**src/rtl/mc_controller.sv**
```systemverilog
// Multicycle ARM-subset control unit: Moore FSM plus combinational decoders and a condition/flag unit.
// One state per clk edge; B=3, STR=4, DP=4, LDR=5 and illegal Op=2 cycles including FETCH.
module mc_controller (
  input  logic       clk,
  input  logic       reset,
  input  logic [3:0] Cond,
  input  logic [1:0] Op,
  input  logic [5:0] Funct,
  input  logic [3:0] Rd,
  input  logic [3:0] ALUFlags,
  output logic       PCWrite,
  output logic       RegWrite,
  output logic       MemWrite,
  output logic       IRWrite,
  output logic       AdrSrc,
  output logic [1:0] RegSrc,
  output logic [1:0] ImmSrc,
  output logic [1:0] ALUSrcA,
  output logic [1:0] ALUSrcB,
  output logic [1:0] ResultSrc,
  output logic [1:0] ALUControl
);

  typedef enum logic [3:0] {
    FETCH, DECODE, MEMADR, MEMREAD, MEMWB, MEMWRITE, EXECUTER, EXECUTEI, ALUWB, BRANCH
  } state_t;

  state_t     state, state_nxt;
  logic [3:0] flags;
  logic       condex, condex_r;
  logic       nextpc, regw, memw, branch, aluop, nowrite, pcs;
  logic [1:0] flagw;

  always_ff @(posedge clk or posedge reset) begin
    if (reset) state <= FETCH;
    else       state <= state_nxt;
  end

  always_comb begin
    state_nxt = FETCH;
    nextpc    = 1'b0;
    regw      = 1'b0;
    memw      = 1'b0;
    branch    = 1'b0;
    aluop     = 1'b0;
    IRWrite   = 1'b0;
    AdrSrc    = 1'b0;
    ALUSrcA   = 2'b00;
    ALUSrcB   = 2'b00;
    ResultSrc = 2'b00;
    case (state)
      FETCH: begin
        state_nxt = DECODE;
        ALUSrcA   = 2'b01;
        ALUSrcB   = 2'b10;
        ResultSrc = 2'b10;
        IRWrite   = 1'b1;
        nextpc    = 1'b1;
      end
      DECODE: begin
        ALUSrcA   = 2'b01;
        ALUSrcB   = 2'b10;
        ResultSrc = 2'b10;
        case (Op)
          2'b00:   state_nxt = Funct[5] ? EXECUTEI : EXECUTER;
          2'b01:   state_nxt = MEMADR;
          2'b10:   state_nxt = BRANCH;
          default: state_nxt = FETCH;
        endcase
      end
      MEMADR: begin
        ALUSrcB   = 2'b01;
        state_nxt = Funct[0] ? MEMREAD : MEMWRITE;
      end
      MEMREAD: begin
        AdrSrc    = 1'b1;
        state_nxt = MEMWB;
      end
      MEMWRITE: begin
        AdrSrc = 1'b1;
        memw   = 1'b1;
      end
      MEMWB: begin
        ResultSrc = 2'b01;
        regw      = 1'b1;
      end
      EXECUTER: begin
        aluop     = 1'b1;
        state_nxt = ALUWB;
      end
      EXECUTEI: begin
        ALUSrcB   = 2'b01;
        aluop     = 1'b1;
        state_nxt = ALUWB;
      end
      ALUWB: regw = 1'b1;
      BRANCH: begin
        ALUSrcB   = 2'b01;
        ResultSrc = 2'b10;
        branch    = 1'b1;
      end
      default: state_nxt = FETCH;
    endcase
  end

  always_comb begin
    ALUControl = 2'b00;
    flagw      = 2'b00;
    if (aluop) begin
      case (Funct[4:1])
        4'b0100: begin ALUControl = 2'b00; flagw = {2{Funct[0]}};   end
        4'b0010: begin ALUControl = 2'b01; flagw = {2{Funct[0]}};   end
        4'b0000: begin ALUControl = 2'b10; flagw = {Funct[0], 1'b0}; end
        4'b1100: begin ALUControl = 2'b11; flagw = {Funct[0], 1'b0}; end
        4'b1010: begin ALUControl = 2'b01; flagw = 2'b11;            end
        default: ;
      endcase
    end
  end

  // NoWrite must still be visible in ALUWB, where ALUOp is already 0.
  assign nowrite = (Op == 2'b00) && (Funct[4:1] == 4'b1010);

  always_comb begin
    case (Op)
      2'b01:   ImmSrc = 2'b01;
      2'b10:   ImmSrc = 2'b10;
      default: ImmSrc = 2'b00;
    endcase
    RegSrc = {(Op == 2'b01) & ~Funct[0], Op == 2'b10};
  end

  always_comb begin
    case (Cond)
      4'b0000: condex = flags[2];
      4'b0001: condex = ~flags[2];
      4'b0010: condex = flags[1];
      4'b0011: condex = ~flags[1];
      4'b0100: condex = flags[3];
      4'b0101: condex = ~flags[3];
      4'b0110: condex = flags[0];
      4'b0111: condex = ~flags[0];
      4'b1000: condex = flags[1] & ~flags[2];
      4'b1001: condex = ~flags[1] | flags[2];
      4'b1010: condex = flags[3] == flags[0];
      4'b1011: condex = flags[3] != flags[0];
      4'b1100: condex = ~flags[2] & (flags[3] == flags[0]);
      4'b1101: condex = flags[2] | (flags[3] != flags[0]);
      4'b1110: condex = 1'b1;
      default: condex = 1'b0;
    endcase
  end

  // CondEx is frozen leaving DECODE so an S-suffixed op cannot re-judge itself in ALUWB.
  always_ff @(posedge clk or posedge reset) begin
    if (reset) begin
      flags    <= 4'b0000;
      condex_r <= 1'b0;
    end else begin
      if (state == DECODE) condex_r <= condex;
      if (state == EXECUTER || state == EXECUTEI) begin
        if (flagw[1] & condex_r) flags[3:2] <= ALUFlags[3:2];
        if (flagw[0] & condex_r) flags[1:0] <= ALUFlags[1:0];
      end
    end
  end

  assign pcs      = ((Rd == 4'b1111) & regw) | branch;
  assign PCWrite  = nextpc | (pcs & condex_r);
  assign RegWrite = regw & condex_r & ~nowrite;
  assign MemWrite = memw & condex_r;

endmodule

```
**config.mk**
```make
export PLATFORM = sky130hd
export DESIGN_NAME = mc_controller
export DESIGN_NICKNAME = d
export VERILOG_FILES = /design/src/rtl/mc_controller.sv
export SDC_FILE = /design/constraint.sdc
export NUM_CORES = 1
export LEC_CHECK = 0
export ABC_AREA = 0
export ABC_CLOCK_PERIOD_IN_PS = 1900
export CAP_MARGIN = 20
export CORE_MARGIN = 2
export CORE_UTILIZATION = 41
export CTS_CLUSTER_SIZE = 10
export DETAILED_ROUTE_END_ITERATION = 8
export PLACE_DENSITY_LB_ADDON = 0.2
export SLEW_MARGIN = 20
export SYNTH_ARGS = -nofsm -noshare
export SYNTH_HDL_FRONTEND = slang
export SYNTH_SLANG_ARGS = --single-unit
```
**constraint.sdc**
```tcl
create_clock -name clk -period 1.9 [get_ports clk]
set_input_delay 0.19 -clock clk [delete_from_list [all_inputs] [get_ports clk]]
set_output_delay 0.19 -clock clk [all_outputs]
set_load 0.02 [all_outputs]
```
==> impl_metrics.py, run 1 <==
metrics = {
    "floorplan": {
        "ios": 39,
        "die_w_um": 50.29,
        "core-area_mm2": 0.001982,
        "die-area_mm2": 0.002529,
        "start_util_pct": 44.32,
        "die_height_um": 50.29,
        "rows": 16,
    },
    "synthesis": {
        "syn-num-nets": 132,
        "seq_area_frac_synth_pct": 25.64,
        "avgSynthCellArea_um2": 7.985,
        "synth_compound_area_share_pct": 20.94,
        "synth_xor_area_share_pct": 6.980,
        "yosys_warnings": 0,
        "synth_cell_types": 40,
        "postSynthCellCount": 110,
        "ys_ff_latch": 9,
        "synth_area_um2": 878.3,
        "synth-adder-area-share_pct": 0,
        "synth_top_family_by_area": "simple AND/OR/NAND/NOR gates",
        "synth_edf_count": 0,
        "synthSimpleGateAreaFrac_pct": 34.19,
        "synth_mux_area_share_pct": 5.128,
        "synth-async-reset-ratio_pct": 100.0,
        "ys.flop_type": "dfrtp_1",
    },
    "critical_path": {
        "path_cells": "buf_4, nor3_1, clkdlybuf4s50_1",
        "cp.arrival_ns": 1.63,
        "rr_worst_depth": 5,
        "endpoint_kind": "output port",
        "cp_num_cells": 3,
        "critPathKind": "register to output port",
        "critPathLaunchType": "register",
        "critPathBufInv": 2,
        "critPathTopFamily": "buffers and inverters",
        "crit_required_ns": 1.71,
        "crit_fanout": 3,
        "slowest_delay_ns": 0.64,
        "cp_slowest_cell": "clkdlybuf4s50_1",
    },
    "timing": {
        "rsz0062_at_grt": "no",
        "layout_setup_ws_ns": 0.08276,
        "hold_viol": 0,
        "post-route-period-util_pct": 95.64,
        "fmax_ghz": 0.5503,
        "post-route-min-period_ns": 1.817,
        "skew_ns": 0.004292,
        "fin_setup_tns_ns": 0,
        "setup_viol": 0,
        "hold_slack_ns": 0.1764,
        "drv_slew": 0,
    },
    "layout": {
        "final_cells": 187,
        "layout.nets": 183,
        "antennaDiodeCount": 0,
        "synthToLayoutAreaGrowth_pct": 55.56,
        "drive_above_1_share_pct": 18.75,
        "finalInstanceArea_mm2": 0.001366,
        "layout_common_cells": "clkdlybuf4s50_1, buf_4, nor2_1",
        "fillCellCount": 183,
        "final_common_cell": "clkdlybuf4s50_1",
    },
    "placement": {
        "gp_congestion": 0.8292,
        "dp_hpwl_um": 1895,
        "io_buffers": 37,
        "dp_slack_ns": -0.08451,
        "dpl.cell_count": 183,
        "placed_area_mm2": 0.001359,
    },
    "power_and_ir_drop": {
        "p_sw_share_pct": 46.68,
        "intPower_uw": 827.3,
        "power.switching_uw": 724.2,
        "clockPowerShare_pct": 9.5,
        "vdd_drop_max_mv": 0.9444,
        "combPwrFrac_pct": 67.5,
        "p_seq_share_pct": 23.0,
        "power.leakage_nw": 0.6007,
        "p_per_area_mw_per_mm2": 1136,
    },
    "cts": {
        "numCtsBuffers": 3,
        "cts_sinks": 9,
        "cts_setup_buffers": 0,
        "clk_path_buf_depth": 2,
        "cts_hold_buf": 0,
        "path_clk_slew_ns": 0.06,
        "cts_tree": "yes",
        "cts-root-buf": "clkbuf_4",
        "clkLatencyLatePin_ns": 0.26,
        "h-tree-depth": 1,
    },
    "route": {
        "drcViolationCount": 0,
        "wl_per_cell_um": 12.27,
        "ant_nets": 0,
        "drtPass1Iterations": 4,
        "drtIter0Drc": 11,
        "vias_per_cell": 5.289,
        "wl_um": 2294,
        "num_vias": 989,
    },
    "global_route": {
        "grt_start_max_net_pins": 12,
        "grt_pass1_vias": 903,
        "grt_pass1_wl_um": 3988,
        "grt.overflow.total": 0,
        "antenna_found_initial": 0,
        "grtUsageTotal_pct": 20.04,
    },
    "flow_run": {
        "drv_cap": 0,
    },
    "run_status": {
        "status": "finished clean",
    },
    "min_path": {
        "min_path_type": "input pin to asynchronous set/reset pin",
    },
}
power by group through the flow:
stage,clock [mW],combinational [mW],sequential [mW]
floorplan,0,0.677,0.316
global placement,0,1.12,0.351
detailed placement,0,1.14,0.354
CTS,0.154,1.06,0.355
global route,0.161,1.16,0.369
finish,0.148,1.05,0.357
final timing paths:
check	startpoint	to	slack, ns
max reg2reg	state[2]	flags[3]	0.15
min in group clk	ALUFlags[0]	flags[0]	0.52
min reg2reg	flags[2]	flags[2]	0.54
max	state[1]	ResultSrc[0]	0.08
max in group asynchronous	reset	state[2]	1.45
min	reset	flags[0]	0.18
timing repair:
item / in CTS / in global routing
pin swaps: 0 / 0
hold endpoints to repair: 0 / 0
resized for setup: 15 / 6
endpoints found under the setup margin: 11 / 4
kinds of logic after synthesis:
logic type	Yosys count
AO/OA/AOI/OAI	25
other	1
XOR/XNOR	7
buffers and inverters	11
multiplexers	4
flip-flops	9
AND/OR/NAND/NOR	53
cells in the mapped netlist, types with 2 or more instances:
master / count / area [um2]
nand3_1: 5 / 25.02
nor4b_1: 2 / 17.52
inv_1: 3 / 11.26
nand2b_1: 5 / 31.28
nor2_1: 10 / 37.54
clkbuf_1: 2 / 7.510
nor3_1: 5 / 25.02
nand2_1: 9 / 33.78
xnor2_1: 4 / 35.03
xor2_1: 3 / 26.28
a211oi_1: 3 / 22.52
buf_4: 2 / 15.01
nand3b_1: 3 / 22.52
a21oi_1: 9 / 45.04
o21ai_1: 2 / 10.01
dfrtp_1: 9 / 225.2
buf_2: 2 / 10.01
mux2_1: 4 / 45.04
nor2b_1: 5 / 31.28
o21ai_0: 2 / 10.01
nor4_1: 2 / 12.51
worst register-to-register path, stage by stage, from the launching register on:
cell and delay [ns]:
dfrtp_2 0.43, buf_4 0.14, nor2b_4 0.14, nand4b_2 0.15, a2111oi_4 0.42, mux2_1 0.35
sequential cells by signal, summed over array words and instances (netlist names):
name / count
condex_r: 1
state: 4
flags: 4
metrics by stage:
step | total power, mW | util, %
3_5_place_dp | 1.491 | 68.56
2_1_floorplan | 0.9934 | -
5_1_grt | 1.685 | 68.94
4_1_cts | 1.570 | 69.51
3_3_place_gp | 1.467 | 68.56
6_report | 1.551 | 68.94
layout make-up:
class | count | area (um2) | area share [%]
clock inverters | 1 | 5.005 | 0.3663
inverters | 4 | 15.01 | 1.099
flip-flops and latches | 9 | 227.7 | 16.67
well taps | 27 | 33.78 | 2.473
clock buffers | 3 | 22.52 | 1.648
multi-input cells | 90 | 594.3 | 43.50
repair buffers | 53 | 467.9 | 34.25
per-layer routing:
metal / routed length, um / up-vias / global-route usage, %
met1: 1005 / 462 / 25.70
met5: 0 / - / 0
met3: 141 / 2 / 1.488
li1: - / 494 / -
met4: 19 / 0 / 5.556
met2: 1128 / 31 / 35.75
No activity file was read; power rests on OpenSTA's default activity.
==> run 2, diff against run 1 <==
Settings changed: PLACE_DENSITY set to 0.79, PLACE_DENSITY_LB_ADDON 0.2 to not set.
==> impl_metrics.py, run 2 (same netlist as run 1, synthesis figures left out) <==
metrics = {
    "run_status": {
        "status": "finished clean",
    },
    "timing": {
        "hold_viol": 0,
        "rsz0062_at_grt": "no",
        "skew_ns": 0.004078,
        "post-route-period-util_pct": 94.23,
        "fmax_ghz": 0.5585,
        "post-route-min-period_ns": 1.790,
        "setup_viol": 0,
        "drv_slew": 0,
    },
    "layout": {
        "synthToLayoutAreaGrowth_pct": 54.84,
        "final_common_cell": "clkdlybuf4s50_1",
        "layout.nets": 181,
        "seq_area_um2": 225.2,
        "layout_common_cells": "clkdlybuf4s50_1, buf_4, nor2_1",
        "final_cells": 185,
        "drive_above_1_share_pct": 16.46,
        "fillCellCount": 163,
        "postLayoutCoreUtil_pct": 68.62,
        "multiInputGateArea_um2": 594.3,
        "antennaDiodeCount": 0,
        "reg.largest.list": "flags: 4 flops, state: 4 flops, condex_r: 1 flops",
    },
    "critical_path": {
        "crit_fanout": 3,
        "path_cells": "clkdlybuf4s50_1, nor2b_1, nor2b_1, clkdlybuf4s50_1",
        "cp_slowest_cell": "clkdlybuf4s50_1",
        "critPathBufInv": 2,
        "cp.arrival_ns": 1.60,
        "crit_required_ns": 1.71,
        "endpoint_kind": "output port",
        "critPathKind": "input pin to output port",
        "critPathLaunchType": "input pin",
        "slowest_delay_ns": 0.60,
        "critPathTopFamily": "buffers and inverters",
    },
    "global_route": {
        "grt_start_max_net_pins": 12,
        "grt_pass1_vias": 920,
        "grt_pass1_wl_um": 3919,
        "grtUsageTotal_pct": 20.06,
        "antenna_found_initial": 0,
        "grt.overflow.total": 0,
    },
    "floorplan": {
        "die_height_um": 50.29,
        "start_util_pct": 44.32,
        "ios": 39,
        "die-area_mm2": 0.002529,
        "core-area_mm2": 0.001982,
        "rows": 16,
        "die_w_um": 50.29,
    },
    "route": {
        "num_vias": 971,
        "wl_per_cell_um": 12.45,
        "highest_layer": "met3",
        "wl_um": 2304,
        "wl_met3_um": 146,
        "wl_met2_um": 1133,
        "ant_nets": 0,
        "drtPass1Iterations": 4,
        "vias_per_cell": 5.249,
        "wl_met1_um": 1024,
        "drcViolationCount": 0,
        "drtIter0Drc": 15,
    },
    "flow_run": {
        "drv_cap": 0,
    },
    "cts": {
        "numCtsBuffers": 3,
        "path_clk_slew_ns": 0.06,
        "clk_path_buf_depth": 2,
        "cts_tree": "yes",
        "cts_sinks": 9,
        "cts-root-buf": "clkbuf_4",
        "clkLatencyLatePin_ns": 0.25,
        "h-tree-depth": 1,
    },
    "min_path": {
        "min_path_type": "input pin to asynchronous set/reset pin",
    },
    "placement": {
        "gp_congestion": 0.8078,
        "dp_hpwl_um": 1920,
        "dpl.cell_count": 181,
        "io_buffers": 37,
    },
    "power_and_ir_drop": {
        "power.leakage_nw": 0.5907,
        "p_per_area_mw_per_mm2": 1140,
        "vdd_drop_max_mv": 0.9827,
    },
}
-- run 2: cell types whose count changed in the layout (fill, tap and decap cells not counted) --
cell,before,now
buf_4,16,13
dfrtp_1,7,9
dfrtp_2,2,0
dlygate4sd2_1,8,6
buf_12,0,1
clkbuf_1,0,1
clkbuf_2,3,4
clkinv_2,1,0
dlymetal6s2s_1,1,2
-- run 2: worst register-to-register path: stages, from the launching register on --
cell       delay (ns)
dfrtp_1          0.41
buf_4            0.18
nor2b_4          0.16
nand4b_2         0.15
a2111oi_4        0.41
mux2_1           0.35
-- run 2: worst paths after layout --
| check | endpoint | start | slack (ns) | cells past startpoint |
|---|---|---|---|---|
| max in group asynchronous | flags[1] | reset | 1.47 | 2 |
| hold reg to reg | state[3] | state[3] | 0.48 | 1 |
| min in group clk | state[3] | state[3] | 0.48 | 1 |
| hold / removal | condex_r | reset | 0.19 | 2 |
| setup reg to reg | flags[3] | state[2] | 0.13 | 5 |
| setup / recovery | RegSrc[1] | Op[0] | 0.11 | 4 |
-- run 2: area by class of cell --
| type | instances | area share (%) |
|---|---|---|
| clock buffers | 4 | 1.932 |
| inverters | 4 | 1.104 |
| multi-input cells | 90 | 43.70 |
| flip-flops and latches | 9 | 16.56 |
| well taps | 27 | 2.484 |
| repair buffers | 51 | 34.22 |
-- run 2: repair_timing --
| action | 4_1_cts | 5_1_grt |
|---|---|---|
| gates resized for setup | 11 | 10 |
| hold buffers | 0 | 0 |
| hold endpoints to repair | 0 | 0 |
| setup endpoints to repair | 10 | 6 |
| buffers inserted | 0 | 0 |
-- run 2: metrics by stage --
stage	worst slack, ns	hold slack (ns)	total power, mW	instance area [um2]	setup TNS, ns
floorplan	0.2436	0.01792	0.9934	878.3	0
global placement	-0.04289	0.4496	1.459	1356	-0.04289
detailed placement	-0.09560	0.4624	1.488	1356	-0.1233
CTS	0.005341	0.1827	1.570	1371	0
global route	0.03906	0.2141	1.683	1360	0
finish	0.1095	0.1850	1.551	1360	0
-- run 2: per-layer routing --
metal  up-vias  GRT usage [%]
met4         0          7.870
met5         -              0
met3         0          2.679
met2        30          33.33
met1       447          26.17
li1        494              -
-- run 2: power by group --
part	leakage, nW	total, mW	internal [mW]	switching [mW]
Combinational	0.457	1.06	0.490	0.571
Sequential	0.119	0.351	0.261	0.0907
Clock	0.0150	0.138	0.0803	0.0580
